**src/rtl/frame_buffer_writer_pkg.sv**
```systemverilog
// Shared video definitions for the frame buffer write and display paths:
// frame geometry, the RGB444 pixel layout and the capture FSM state type.
package frame_buffer_writer_pkg;

    localparam int VID_H_RES  = 320;
    localparam int VID_V_RES  = 240;
    localparam int VID_ADDR_W = 17;

    // Packed RGB444 pixel as stored in the BRAM: {R, G, B}.
    typedef struct packed {
        logic [3:0] r;
        logic [3:0] g;
        logic [3:0] b;
    } rgb444_t;

    typedef enum logic [1:0] {
        S_SYNC = 2'd0,
        S_WAIT = 2'd1,
        S_CAP  = 2'd2
    } fbw_state_t;

    // The red nibble comes from the first camera byte; the second byte
    // carries green in its upper nibble and blue in its lower nibble.
    function automatic rgb444_t rgb444_pack(input logic [3:0] r, input logic [7:0] gb);
        rgb444_t p;
        p.r = r;
        p.g = gb[7:4];
        p.b = gb[3:0];
        return p;
    endfunction

endpackage

```
**src/rtl/frame_buffer_writer_edge_detect.sv**
```systemverilog
// Registers a level and reports its rising and falling edges as
// single-cycle pulses in the same cycle the new level is first seen.
module frame_buffer_writer_edge_detect (
    input  logic clk,
    input  logic rst,
    input  logic level,
    output logic rise,
    output logic fall
);

    logic level_q;

    // Previous-cycle copy of the level, cleared by reset.
    always_ff @(posedge clk) begin
        if (rst) begin
            level_q <= 1'b0;
        end else begin
            level_q <= level;
        end
    end

    assign rise = level & ~level_q;
    assign fall = ~level & level_q;

endmodule

```
**src/rtl/frame_buffer_writer.sv**
```systemverilog
// Write side of the RGB444 frame buffer: assembles byte-serial camera
// pixels, drives the BRAM write port and reports frame completion.
//
// state  | meaning
// S_SYNC | after reset; waiting for vsync high so no partial frame is taken
// S_WAIT | vertical blanking; capture starts on the vsync fall
// S_CAP  | capturing lines; the vsync rise closes the frame
module frame_buffer_writer
    import frame_buffer_writer_pkg::*;
#(
    parameter int H_RES  = VID_H_RES,
    parameter int V_RES  = VID_V_RES,
    parameter int ADDR_W = VID_ADDR_W
) (
    input  logic              i_clk,
    input  logic              i_rst,
    input  logic              i_byte_valid,
    input  logic [7:0]        i_byte,
    input  logic              i_vsync,
    input  logic              i_href,
    output logic              o_wr_en,
    output logic [ADDR_W-1:0] o_wr_addr,
    output logic [11:0]       o_wr_data,
    output logic              o_frame_done,
    output logic              o_frame_ok,
    output logic              o_err_sticky
);

    localparam int X_W = $clog2(H_RES + 1);
    localparam int Y_W = $clog2(V_RES + 1);

    localparam logic [X_W-1:0]    X_END     = X_W'(H_RES);
    localparam logic [Y_W-1:0]    Y_END     = Y_W'(V_RES);
    localparam logic [ADDR_W-1:0] LINE_STEP = ADDR_W'(H_RES);

    fbw_state_t state;
    fbw_state_t state_next;

    logic              cap_start;
    logic              cap_end;
    logic              vsync_rise;
    logic              vsync_fall;
    logic              href_rise_unused;
    logic              href_fall;

    logic [X_W-1:0]    x;
    logic [Y_W-1:0]    y;
    logic              phase;
    logic [3:0]        r_lat;
    logic [ADDR_W-1:0] addr;
    logic [ADDR_W-1:0] line_base;

    logic              in_cap;
    logic              byte_take;
    logic              pix_fits;
    logic              line_end;
    logic              line_counts;
    logic [Y_W-1:0]    y_at_end;
    logic              err_at_end;

    frame_buffer_writer_edge_detect u_vsync_edge (
        .clk   (i_clk),
        .rst   (i_rst),
        .level (i_vsync),
        .rise  (vsync_rise),
        .fall  (vsync_fall)
    );

    frame_buffer_writer_edge_detect u_href_edge (
        .clk   (i_clk),
        .rst   (i_rst),
        .level (i_href),
        .rise  (href_rise_unused),
        .fall  (href_fall)
    );

    // State register.
    always_ff @(posedge i_clk) begin
        if (i_rst) begin
            state <= S_SYNC;
        end else begin
            state <= state_next;
        end
    end

    // Next-state and capture start/end strobes. In S_WAIT vsync is known to
    // have been high, so its falling edge is the first low cycle.
    always_comb begin
        state_next = state;
        cap_start  = 1'b0;
        cap_end    = 1'b0;
        unique case (state)
            S_SYNC: begin
                if (i_vsync) begin
                    state_next = S_WAIT;
                end
            end
            S_WAIT: begin
                if (vsync_fall) begin
                    state_next = S_CAP;
                    cap_start  = 1'b1;
                end
            end
            S_CAP: begin
                if (vsync_rise) begin
                    state_next = S_WAIT;
                    cap_end    = 1'b1;
                end
            end
            default: begin
                state_next = S_SYNC;
            end
        endcase
    end

    // Bytes arriving in the cycle that closes the frame are dropped.
    assign in_cap      = (state == S_CAP);
    assign byte_take   = in_cap && !vsync_rise && i_href && i_byte_valid;
    assign pix_fits    = (x < X_END) && (y < Y_END);
    assign line_end    = in_cap && href_fall;
    assign line_counts = line_end && (x != '0) && (y < Y_END);
    assign y_at_end    = line_counts ? (y + Y_W'(1)) : y;
    assign err_at_end  = o_err_sticky || (line_end && phase);

    // Pixel assembly, x/y and address counters, write port and frame flags.
    // The address is a running count within a line; each counted line end
    // reloads it from an accumulated line base so short lines cannot shift
    // later lines.
    always_ff @(posedge i_clk) begin
        if (i_rst) begin
            x            <= '0;
            y            <= '0;
            phase        <= 1'b0;
            r_lat        <= '0;
            addr         <= '0;
            line_base    <= '0;
            o_wr_en      <= 1'b0;
            o_wr_addr    <= '0;
            o_wr_data    <= '0;
            o_frame_done <= 1'b0;
            o_frame_ok   <= 1'b0;
            o_err_sticky <= 1'b0;
        end else begin
            o_wr_en      <= 1'b0;
            o_frame_done <= 1'b0;
            if (cap_start) begin
                x            <= '0;
                y            <= '0;
                phase        <= 1'b0;
                addr         <= '0;
                line_base    <= '0;
                o_err_sticky <= 1'b0;
            end else if (in_cap) begin
                if (byte_take) begin
                    if (!phase) begin
                        r_lat <= i_byte[3:0];
                        phase <= 1'b1;
                    end else begin
                        phase <= 1'b0;
                        if (pix_fits) begin
                            o_wr_en   <= 1'b1;
                            o_wr_addr <= addr;
                            o_wr_data <= rgb444_pack(r_lat, i_byte);
                            addr      <= addr + ADDR_W'(1);
                            x         <= x + X_W'(1);
                        end else begin
                            o_err_sticky <= 1'b1;
                        end
                    end
                end
                if (line_end) begin
                    if (phase) begin
                        o_err_sticky <= 1'b1;
                        phase        <= 1'b0;
                    end
                    if (line_counts) begin
                        y         <= y_at_end;
                        x         <= '0;
                        line_base <= line_base + LINE_STEP;
                        addr      <= line_base + LINE_STEP;
                    end
                end
                if (cap_end) begin
                    o_frame_done <= 1'b1;
                    o_frame_ok   <= (y_at_end == Y_END) && !err_at_end;
                end
            end
        end
    end

endmodule

```
**config.mk**
```make
export PLATFORM = sky130hd
export DESIGN_NAME = frame_buffer_writer
export DESIGN_NICKNAME = d
export VERILOG_FILES = /design/src/rtl/frame_buffer_writer_pkg.sv /design/src/rtl/frame_buffer_writer_edge_detect.sv /design/src/rtl/frame_buffer_writer.sv
export SDC_FILE = /design/constraint.sdc
export NUM_CORES = 1
export LEC_CHECK = 0
export CAP_MARGIN = 20
export CORE_ASPECT_RATIO = 0.9
export CORE_MARGIN = 2
export CORE_UTILIZATION = 30
export DETAILED_ROUTE_END_ITERATION = 10
export GPL_TIMING_DRIVEN = 0
export PLACE_DENSITY = 0.47
export SLEW_MARGIN = 20
export SYNTH_ARGS = -nofsm -noshare
export SYNTH_HDL_FRONTEND = slang
export SYNTH_SLANG_ARGS = --single-unit
```
**constraint.sdc**
```tcl
create_clock -name i_clk -period 2.8 [get_ports i_clk]
set_clock_uncertainty 0.1 [all_clocks]
set_input_delay 0.56 -clock i_clk [delete_from_list [all_inputs] [get_ports i_clk]]
set_output_delay 0.56 -clock i_clk [all_outputs]
set_load 0.005 [all_outputs]
```
==> flow_summary.yaml <==
outcome:
  status: "finished clean"
critical_path:
  endpoint: "addr[10]"
  cp_data_required_time_ns: 2.95
  crit_type: "input port to register"
  crit_fanout: 9
  rr_worst_depth: 8
  arrival_ns: 2.91
  r2r_slack_ns: 0.27
  cp_slowest_cell: "clkdlybuf4s50_1"
  critPathLaunchType: "input port"
  slowest_delay_ns: 0.47
  path_cells: "clkdlybuf4s50_1 -> nand2b_1 -> nand4_1 -> nor2_2 -> nand3_1 -> or4_1 -> a31oi_1"
  critPathLaunch: "i_vsync"
  end_kind: "register"
  r2r-end: "addr[10]"
  r2r_start: "x[0]"
place:
  pre_cts_ws_ns: -0.430
  gp_congestion: 0.761
  io_buffers: 45
  hpwlAfterDp_mm: 6.79
timing:
  tns_ns: 0
  finalHoldViolCount: 0
  setup_ws_ns: 0.0323
  setup_violations: 0
  relSlewSlack_pct: 38.6
  period_share_pct: 98.8
  rsz0062_at_grt: "true"
  fmax_mhz: 361
  min_period_ns: 2.77
  slew_violations: 0
  worstMarginPinSlew_ns: 0.914
die:
  ios: 46
  die_w_um: 122
  die_area_um2: 13500
  rows: 38
  core_um2: 12100
  start_util_pct: 31.0
  dieHeight_um: 110
clock_tree:
  insertion_delay_ns: 0.33
  hold_buffers: 0
  clockBufferDepth: 2
  cts_setup_buffers: 0
  htree_levels: 3
  post_cts_resized: 3
  cts_tree: "built"
  cts.sinks: 87
  cts-root-buf: "clkbuf_16"
  clkTransAtPathRegs_ns: 0.06
  numCtsBuffers: 9
detailed_routing:
  viasPerCell: 4.81
  drtAntennaViolNets: 0
  vias: 3249
  drt_iter0_drc: 175
  dr.pass1.iters: 4
  wl_mm: 9.42
  drc: 0
  wire_per_inst_um: 14.0
grt:
  grt_pass1_wl_mm: 15.6
  antenna_found_initial: 0
  grt_pass1_vias: 3044
  track_usage_pct: 15.1
  grt_max_degree: 14
  grt_overflow: 0
synthesis:
  syn-mean-instance-area_um2: 8.27
  yosys.cell_types.count: 44
  synth_ff_type: "dfxtp_1"
  netlist_area_um2: 3760
  yosysSeqAreaShare_pct: 46.3
  syn-instance-count: 455
  yosys_register_bits: 87
  syn_nets: 474
  yosys_warnings: 0
  synth-edff-count: 0
  async_reset_ff_share_pct: 0
power:
  finalPower_mw: 2.58
  power_leakage_nw: 1.59
  power_density_nw_per_um2: 543
  peakVddDrop_v: 0.000366
finish:
  area_growth_pct: 26.2
  layout.nets: 530
  final_common_cell: "nand2_1"
  final_layout_size_suffix_gt1_share_pct: 5.24
  antenna_cells: 0
  fin_util_pct: 39.2
  mostFrequentLayoutCells: "93 x nand2_1, 87 x dfxtp_1, 52 x nor2_1, 45 x clkdlybuf4s50_1, 43 x a21oi_1"
flow_run:
  drv_cap: 0
hold_path:
  hold_class: "register to register"
[power by group]
group | switching, mW | internal, mW | total [mW]
Combinational | 0.0397 | 0.0258 | 0.0655
Clock | 0.472 | 0.798 | 1.27
Sequential | 0.00244 | 1.24 | 1.24
Total | 0.515 | 2.07 | 2.58
[synth_stat cells, types with 3 or more instances]
library cell  instances  area share [%]
and4_1                5             1.2
o21ai_0               6            0.80
nand3_1              15             2.0
nor2b_1               5            0.83
a21oi_1              43             5.7
inv_1                 9            0.90
nor2_1               53             5.3
a211oi_1              4            0.80
and3_1                5            0.83
or2_2                 3            0.50
xor2_1               24             5.6
nand2_1              93             9.3
nor3_1                4            0.53
xnor2_1              18             4.2
mux2i_1               5             1.3
or4_1                 3            0.60
a31oi_1               7             1.2
nand4_1              12             2.0
dfxtp_1              87              46
ha_1                  6             2.0
clkbuf_1             18             1.8
[worst max-delay path: cells and delay by family]
kind | cells | cell delay [ns]
simple gates | 5 | 1.66
buf+inv | 1 | 0.47
compound gates | 1 | 0.22
[cell type report]
type	count	area, µm²
sequential	87	1740
clock buffer	11	243
timing repair buffer	45	450
clock inverter	4	70.1
buffer	21	91.3
multi-input combinational	338	1920
inverter	9	33.8
tap	160	200
fill	1243	7380
[worst min-delay path by stage]
stage | from | end | slack (ns) | cells after the start
floorplan | r_lat[2] | o_wr_data[10] | 0.33 | 2
global placement | r_lat[3] | o_wr_data[11] | 0.34 | 2
detailed placement | o_wr_data[2] | o_wr_data[2] | 0.35 | 2
CTS | o_wr_data[2] | o_wr_data[2] | 0.36 | 2
global route | o_wr_data[7] | o_wr_data[7] | 0.37 | 2
finish | o_wr_data[3] | o_wr_data[3] | 0.35 | 2
[cell families after synthesis]
kind of cell	count (synthesis)	share of synthesized area, %
AO/OA/AOI/OAI	74	11.5
XOR/XNOR	42	9.78
adder cells (fa/ha/maj)	6	2.00
buffers and inverters	30	3.19
flip-flops	87	46.3
multiplexers	5	1.33
AND/OR/NAND/NOR	211	25.9
[stage by stage]
| step | hold WS, ns | instances | cell area, µm² |
|---|---|---|---|
| after detailed placement | 0.349 | 660 | 4410 |
| after floorplan | 0.331 | 455 | 3760 |
| after CTS | 0.357 | 675 | 4740 |
| final | 0.354 | 675 | 4750 |
| after global routing | 0.372 | 675 | 4750 |
| after global placement | 0.342 | 660 | 4410 |
[routing by layer]
metal	vias up	global-route usage, %	wire (µm)
li1	1659	-	-
met1	1524	21.5	4780
met2	60	22.7	4130
met3	6	4.27	447
met4	0	2.96	72
met5	-	0	0
[state kept, by name, summed over array words and instances, names as in the netlist, named ones only]
register / flops
addr: 17
o_wr_addr: 17
o_wr_data: 12
line_base: 11
x: 9
y: 8
r_lat: 4
state: 2
o_frame_done: 1
o_frame_ok: 1
o_wr_en: 1
phase: 1
u_href_edge.level_q: 1
u_vsync_edge.level_q: 1
Note: power is estimated with default switching activity, not from simulation.
